===== src/rtl/binary_decoder_strobe_if.sv =====
// rtl/binary_decoder_strobe_if.sv - request/strobe bundle for binary_decoder_strobe
interface binary_decoder_strobe_if #(
    parameter int WIDTH = 5
);
    localparam int ADDR_WIDTH = $clog2(WIDTH);

    logic                  i_valid;
    logic                  i_enable;
    logic [ADDR_WIDTH-1:0] iv_addr;
    logic                  o_ready;
    logic [WIDTH-1:0]      ov_output;
    logic                  o_busy;
    logic                  o_error;

    modport master (
        output i_valid, i_enable, iv_addr,
        input  o_ready, ov_output, o_busy, o_error
    );

    modport slave (
        input  i_valid, i_enable, iv_addr,
        output o_ready, ov_output, o_busy, o_error
    );
endinterface


===== src/rtl/binary_decoder_strobe.sv =====
// rtl/binary_decoder_strobe.sv - registered binary-to-one-hot decoder holding each line HOLD cycles
module binary_decoder_strobe #(
    parameter int WIDTH = 5,
    parameter int HOLD  = 1
) (
    input  logic                    i_clk,
    input  logic                    i_rst_n,
    binary_decoder_strobe_if.slave  bus
);
    localparam int ADDR_WIDTH = $clog2(WIDTH);
    localparam int CNT_WIDTH  = ($clog2(HOLD + 1) < 1) ? 1 : $clog2(HOLD + 1);
    localparam logic [ADDR_WIDTH:0]  WIDTH_L   = WIDTH[ADDR_WIDTH:0];
    localparam logic [CNT_WIDTH-1:0] HOLD_LOAD = CNT_WIDTH'(HOLD - 1);

    typedef enum logic [0:0] {ST_IDLE, ST_HOLD} state_t;

    state_t                state_q, state_d;
    logic [CNT_WIDTH-1:0]  cnt_q, cnt_d;
    logic [WIDTH-1:0]      out_q, out_d;
    logic                  err_q, err_d;
    logic                  ready;
    logic                  accept;
    logic                  addr_ok;
    logic [WIDTH-1:0]      one_hot;

    // A HOLD line whose counter has run out may be replaced in the same cycle.
    assign ready   = i_rst_n & ((state_q == ST_IDLE) | ((state_q == ST_HOLD) & (cnt_q == '0)));
    assign accept  = bus.i_valid & ready;
    assign addr_ok = ({1'b0, bus.iv_addr} < WIDTH_L);
    assign one_hot = {{(WIDTH-1){1'b0}}, 1'b1} << bus.iv_addr;

    always_ff @(posedge i_clk or negedge i_rst_n) begin
        if (!i_rst_n) begin
            state_q <= ST_IDLE;
            cnt_q   <= '0;
            out_q   <= '0;
            err_q   <= 1'b0;
        end else begin
            state_q <= state_d;
            cnt_q   <= cnt_d;
            out_q   <= out_d;
            err_q   <= err_d;
        end
    end

    always_comb begin
        state_d = state_q;
        cnt_d   = cnt_q;
        out_d   = out_q;
        err_d   = 1'b0;
        if ((state_q == ST_HOLD) && (cnt_q != '0)) begin
            cnt_d = cnt_q - 1'b1;
        end else if (accept) begin
            if (bus.i_enable && addr_ok) begin
                out_d   = one_hot;
                cnt_d   = HOLD_LOAD;
                state_d = ST_HOLD;
            end else begin
                // Disabled or out-of-range requests are consumed without a strobe.
                out_d   = '0;
                cnt_d   = '0;
                state_d = ST_IDLE;
                err_d   = bus.i_enable;
            end
        end else begin
            out_d   = '0;
            cnt_d   = '0;
            state_d = ST_IDLE;
        end
    end

    assign bus.o_ready   = ready;
    assign bus.ov_output = out_q;
    assign bus.o_busy    = (state_q == ST_HOLD);
    assign bus.o_error   = err_q;
endmodule


===== src/flat_wrapper.sv =====
// flat-port wrapper written by rule: the top's interface ports become plain ports
module binary_decoder_strobe_flat 
#(
    parameter int WIDTH = 5,
    parameter int HOLD  = 1
)
  (i_clk, i_rst_n, bus_i_valid, bus_i_enable, bus_iv_addr, bus_o_ready, bus_ov_output, bus_o_busy, bus_o_error);
  binary_decoder_strobe_if #(.WIDTH(WIDTH)) bus_i ();
  input  logic i_clk;
  input  logic i_rst_n;
  input wire logic [$bits(bus_i.i_valid)-1:0] bus_i_valid;
  input wire logic [$bits(bus_i.i_enable)-1:0] bus_i_enable;
  input wire logic [$bits(bus_i.iv_addr)-1:0] bus_iv_addr;
  output wire logic [$bits(bus_i.o_ready)-1:0] bus_o_ready;
  output wire logic [$bits(bus_i.ov_output)-1:0] bus_ov_output;
  output wire logic [$bits(bus_i.o_busy)-1:0] bus_o_busy;
  output wire logic [$bits(bus_i.o_error)-1:0] bus_o_error;
  assign bus_i.i_valid = bus_i_valid;
  assign bus_i.i_enable = bus_i_enable;
  assign bus_i.iv_addr = bus_iv_addr;
  assign bus_o_ready = bus_i.o_ready;
  assign bus_ov_output = bus_i.ov_output;
  assign bus_o_busy = bus_i.o_busy;
  assign bus_o_error = bus_i.o_error;
  binary_decoder_strobe #(.WIDTH(WIDTH), .HOLD(HOLD)) u_core (.i_clk(i_clk), .i_rst_n(i_rst_n), .bus(bus_i));
endmodule

===== config.mk =====
export PLATFORM = sky130hd
export DESIGN_NAME = binary_decoder_strobe_flat
export DESIGN_NICKNAME = d
export VERILOG_FILES = /design/src/rtl/binary_decoder_strobe_if.sv /design/src/rtl/binary_decoder_strobe.sv /design/src/flat_wrapper.sv
export SDC_FILE = /design/constraint.sdc
export NUM_CORES = 1
export LEC_CHECK = 0
export ABC_AREA = 1
export BUFFER_PORTS_ARGS = -buffer_cell sky130_fd_sc_hd__clkbuf_2
export CAP_MARGIN = 20
export CORE_AREA = 2 2 39 41
export DETAILED_ROUTE_END_ITERATION = 16
export DIE_AREA = 0 0 41 43
export PLACE_DENSITY = 0.53
export SLEW_MARGIN = 20
export SYNTH_ARGS = -nofsm -noshare
export SYNTH_HDL_FRONTEND = slang
export SYNTH_SLANG_ARGS = --single-unit
export TNS_END_PERCENT = 30

===== constraint.sdc =====
create_clock -name i_clk -period 1.56 [get_ports i_clk]
set_clock_uncertainty 0.05 [all_clocks]
set_input_delay 0.078 -clock i_clk [delete_from_list [all_inputs] [get_ports i_clk]]
set_output_delay 0.078 -clock i_clk [all_outputs]
set_load 0.01 [all_outputs]

; ---- After elaboration in Yosys (flattened, before gate mapping)
; Index checks and enable logic that the tools add are counted.
[word_totals]
ff_bits = 8
latchBits = 0
ram_bits = 0
romBits = 0
input_bits = 7
out_inout_bits = 8
wordCells = 23
n_memories = 0
[classes]
n_addsub = 1
multipliers = 0
div_mod_pow = 0
magnitude_cmp = 1
eq_ne = 0
shifts = 1
muxes = 8
bitwise = 6
reduce_logical = 2
[ops]
columns = operator, n
row1 = $mux W5, 2
row2 = $mux W1, 6
row3 = $shl A1 B3 Y5 const A, 1
row4 = $and A1 B1 Y1, 3
row5 = $lt A3 B3 Y1 const B, 1
row6 = $logic_and A1 B1 Y1, 2
row7 = $not A1 Y1, 2
row8 = $or A1 B1 Y1, 1
row9 = $sub A1 B1 Y1 const B, 1

; ---- Depth between registers and ports, before layout
[logic_depth]
depth_word = 7
depth_mapped = 5
ltp_nobuf = 5

; ---- Worst setup path before layout
; No wires, ideal clock.
[synth_path]
path_type = reg2reg
from = register u_core.state_q (netlist: u_core.bus.o_busy)
to = register u_core.state_q (netlist: u_core.bus.o_busy)
setup_ps = 66
arrival_time_ps = 795
t_required_ps = 1444
slack_ps = 649
stages_incl_launch_ff = 6
n_path_buf = 0
period_less_slack_ps = 911
cell_sequence = dfrtp_1 > nand2_1 > nand3_2 > inv_1 > nand2_1 > nand2_1
[synth_via]
elab_chain_cells = 5
elab_cells_between_ends = 7
cone_classes = mux (1) / bitwise (5) / reduce/logical (1)
[synth_rtl]
columns = item, line
row1 = "start, declared", binary_decoder_strobe.sv:17  ; state_t state_q, state_d;
row2 = "start signal, assigned", binary_decoder_strobe.sv:39  ; state_q <= state_d;
row3 = $and A1 B1 Y1 / $not A1 Y1 (equally long branches), binary_decoder_strobe.sv:27  ; assign ready = i_rst_n & ((state_q == ST_IDLE) | ((state_q == ST_HOLD) & (cnt_q == '0)));
row4 = $or A1 B1 Y1, binary_decoder_strobe.sv:27
row5 = $and A1 B1 Y1, binary_decoder_strobe.sv:27
row6 = $and A1 B1 Y1, binary_decoder_strobe.sv:28  ; assign accept = bus.i_valid & ready;
row7 = $mux W1, binary_decoder_strobe.sv:53  ; end else if (accept) begin
; Parallel ways exist; a longest one is shown, timed or not.
; A chain may end at the register's enable or synchronous reset.

; ---- Final worst setup path
[layout_path]
from = input port i_rst_n
to = output port bus_o_ready
[layout_via]
elab_chain_cells = 1
[layout_rtl]
columns = item, line
row1 = "start, declared", flat_wrapper.sv:10  ; input logic i_rst_n;
row2 = $and A1 B1 Y1, binary_decoder_strobe.sv:27
row3 = "end, declared", flat_wrapper.sv:14  ; output wire logic [$bits(bus_i.o_ready)-1:0] bus_o_ready;
; No other way between the ends.

==> results.yml <==
run_status:
  outcome: "finished, final reports clean"
clocking:
  htree_levels: 1
  clk_path_buf_depth: 2
  clock_latency_ns: 0.25
  ctsResizeCount: 0
  cts_tree: "built"
  numCtsBuffers: 3
  path_clk_slew_ns: 0.05
  clockRootBuffer: "clkbuf_4"
  cts.sinks: 8
logic_synthesis:
  synthCells: 41
  synth.yosys.warnings: 0
  ys_top_cells_by_area: "dfrtp_1 57%, nand2_1 11%, inv_1 7.5%"
  netlist_top_cells_count: "10 x nand2_1, 8 x dfrtp_1, 7 x inv_1, 5 x o21ai_1, 3 x nand4_1"
  syn_nets: 48
  ys_types: 10
  netlist_area_um2: 352
  yosysTopAreaCell: "dfrtp_1"
  yosys_register_bits: 8
  yosys_most_used_dff: "dfrtp_1"
  synth-edff-count: 0
  synth_top_area_frac: 0.569
  avgSynthCellArea_um2: 8.58
  synth_most_common_cell: "nand2_1"
  ys_seq_area_frac: 0.569
  async_flop_share: 1.00
layout:
  drive_above_1_share: 0.339
  final_util: 0.343
  fill_cells: 149
  fin_nets: 68
  fin_area_um2: 474
  syn_to_final_growth_pct: 34.9
  n_antenna_cell: 0
sta:
  min_period_over_period: 0.786
  slew_violations: 0
  finalCriticalPeriod_ns: 1.23
  setup_viol: 0
  max_freq_mhz: 815
  rsz0062_at_grt: "false"
  timing_hold_violations_final: 0
  whs_ns: 0.0314
  tns_ns: 0
pwr:
  total_power_mw: 0.416
  ir_drop_mv: 0.266
  p_leak_nw: 0.271
  power_density_nw_per_um2: 878
worst_setup_path:
  cp.required_ns: 1.43
  worstSetupPathType: "input port to primary output"
  cp_data_arrival_time_ns: 1.10
  timing.rr.end: "u_core.bus.ov_output[0]"
  reg2reg_from: "u_core.bus.o_busy"
  crit_path_start_kind: "input port"
  end_kind: "primary output"
  ff2ff_path_depth: 3
  rrSetupSlack_ns: 0.60
  startpoint: "i_rst_n"
  endpoint: "bus_o_ready"
  path_max_fanout: 10
drt:
  drc: 0
  wirelength_um: 684
  route.vias.total: 316
  detail_route.vias_per_cell: 4.21
  wl_met1_um: 313
  first_pass_iters: 4
  highest_layer: "met4"
  drt_iter0_drc: 4
  dr_wl_met2_um: 254
  detail-route-antenna-nets: 0
  wl_met3_um: 85
  wire_per_inst_um: 9.12
placed_design:
  finalWeightedCongestion: 0.649
  numPortBuffers: 14
  place_area_um2: 442
floorplan:
  ios: 15
  dieArea_um2: 1760
  fp-row-count: 14
  die_x_um: 41
  start_util: 0.254
  coreArea_um2: 1380
  fp.dieH_um: 43
worst_hold_path:
  hp-class: "input port to flip-flop"
grt:
  grt_pass1_wl_um: 1060
  grt-ovfl-total: 0
  grt_max_degree: 11
  antenna_found_initial: 0
  track_usage: 0.0994
  first_global_vias: 269
flow_run:
  drv_cap: 0
-- logic make-up (layout without fill, tap and decap cells) --
family | Yosys count | after routing | share of synthesized area
AO/OA/AOI/OAI | 5 | 5 | 0.0712
buffers and inverters | 7 | 25 | 0.0747
flip-flops | 8 | 8 | 0.569
other | 1 | 1 | 0.0107
AND/OR/NAND/NOR | 20 | 20 | 0.274
-- metal layers --
layer,track usage,vias to the layer above
met5,0,-
met4,0.120,0
met3,0.0314,4
met2,0.122,19
li1,-,166
met1,0.116,127
-- worst max-delay path: stages --
cell           delay (ns)
dlygate4sd3_1        0.52
clkbuf_2             0.25
nand2_1              0.08
inv_1                0.05
clkbuf_2             0.12
-- layout make-up --
type                    instances  area [um^2]  share of cell area
flip-flops and latches          8          200               0.422
well taps                      16         20.0              0.0422
clock buffers                   3         22.5              0.0475
multi-input cells              26          125               0.264
inverters                       7         26.3              0.0554
repair buffers                 15         80.1               0.169
-- where the power goes --
group	switching (mW)	total (mW)	internal, mW
Clock	0.0659	0.154	0.0877
Combinational	0.0300	0.0476	0.0176
Sequential	0.00210	0.215	0.213
Total	0.0980	0.416	0.318
-- how the worst min path moves through the flow --
stage | startpoint | to | slack, ns | cells after the start
floorplan | i_rst_n | u_core.bus.o_busy | -0.27 | 0
global route | bus_iv_addr[2] | u_core.bus.ov_output[4] | 0.03 | 3
global placement | i_rst_n | u_core.cnt_q | -0.1 | 1
finish | bus_iv_addr[2] | u_core.bus.ov_output[4] | 0.03 | 3
CTS | bus_iv_addr[2] | u_core.bus.ov_output[4] | 0.03 | 3
detailed placement | i_rst_n | u_core.bus.o_busy | -0.1 | 1
-- what timing repair did --
item / CTS / global route
hold endpoints to repair: 8 / 0
hold buffers: 1 / 0
buffers inserted: 0 / 0
-- flip-flops by register name, indices dropped and copies added, names as in the netlist --
signal	count
u_core.cnt_q	1
u_core.bus.o_busy	1
u_core.bus.ov_output	5
u_core.bus.o_error	1
-- cells in the final DEF (no fill, tap or decap), types with 2 or more instances in the layout --
cell      instances
clkbuf_4          3
clkbuf_2         14
dfrtp_1           8
inv_1             7
nor2_1            2
nand3_1           2
nand4_1           3
nand2_1          10
nor2_2            2
o21ai_1           5
-- per-stage QoR --
stage	setup slack, ns	instances
after floorplan	0.649	41
after global placement	0.631	71
after detailed placement	0.598	71
after CTS	0.310	75
after global routing	0.201	75
final	0.333	75
(Power assumes the default switching activity.)
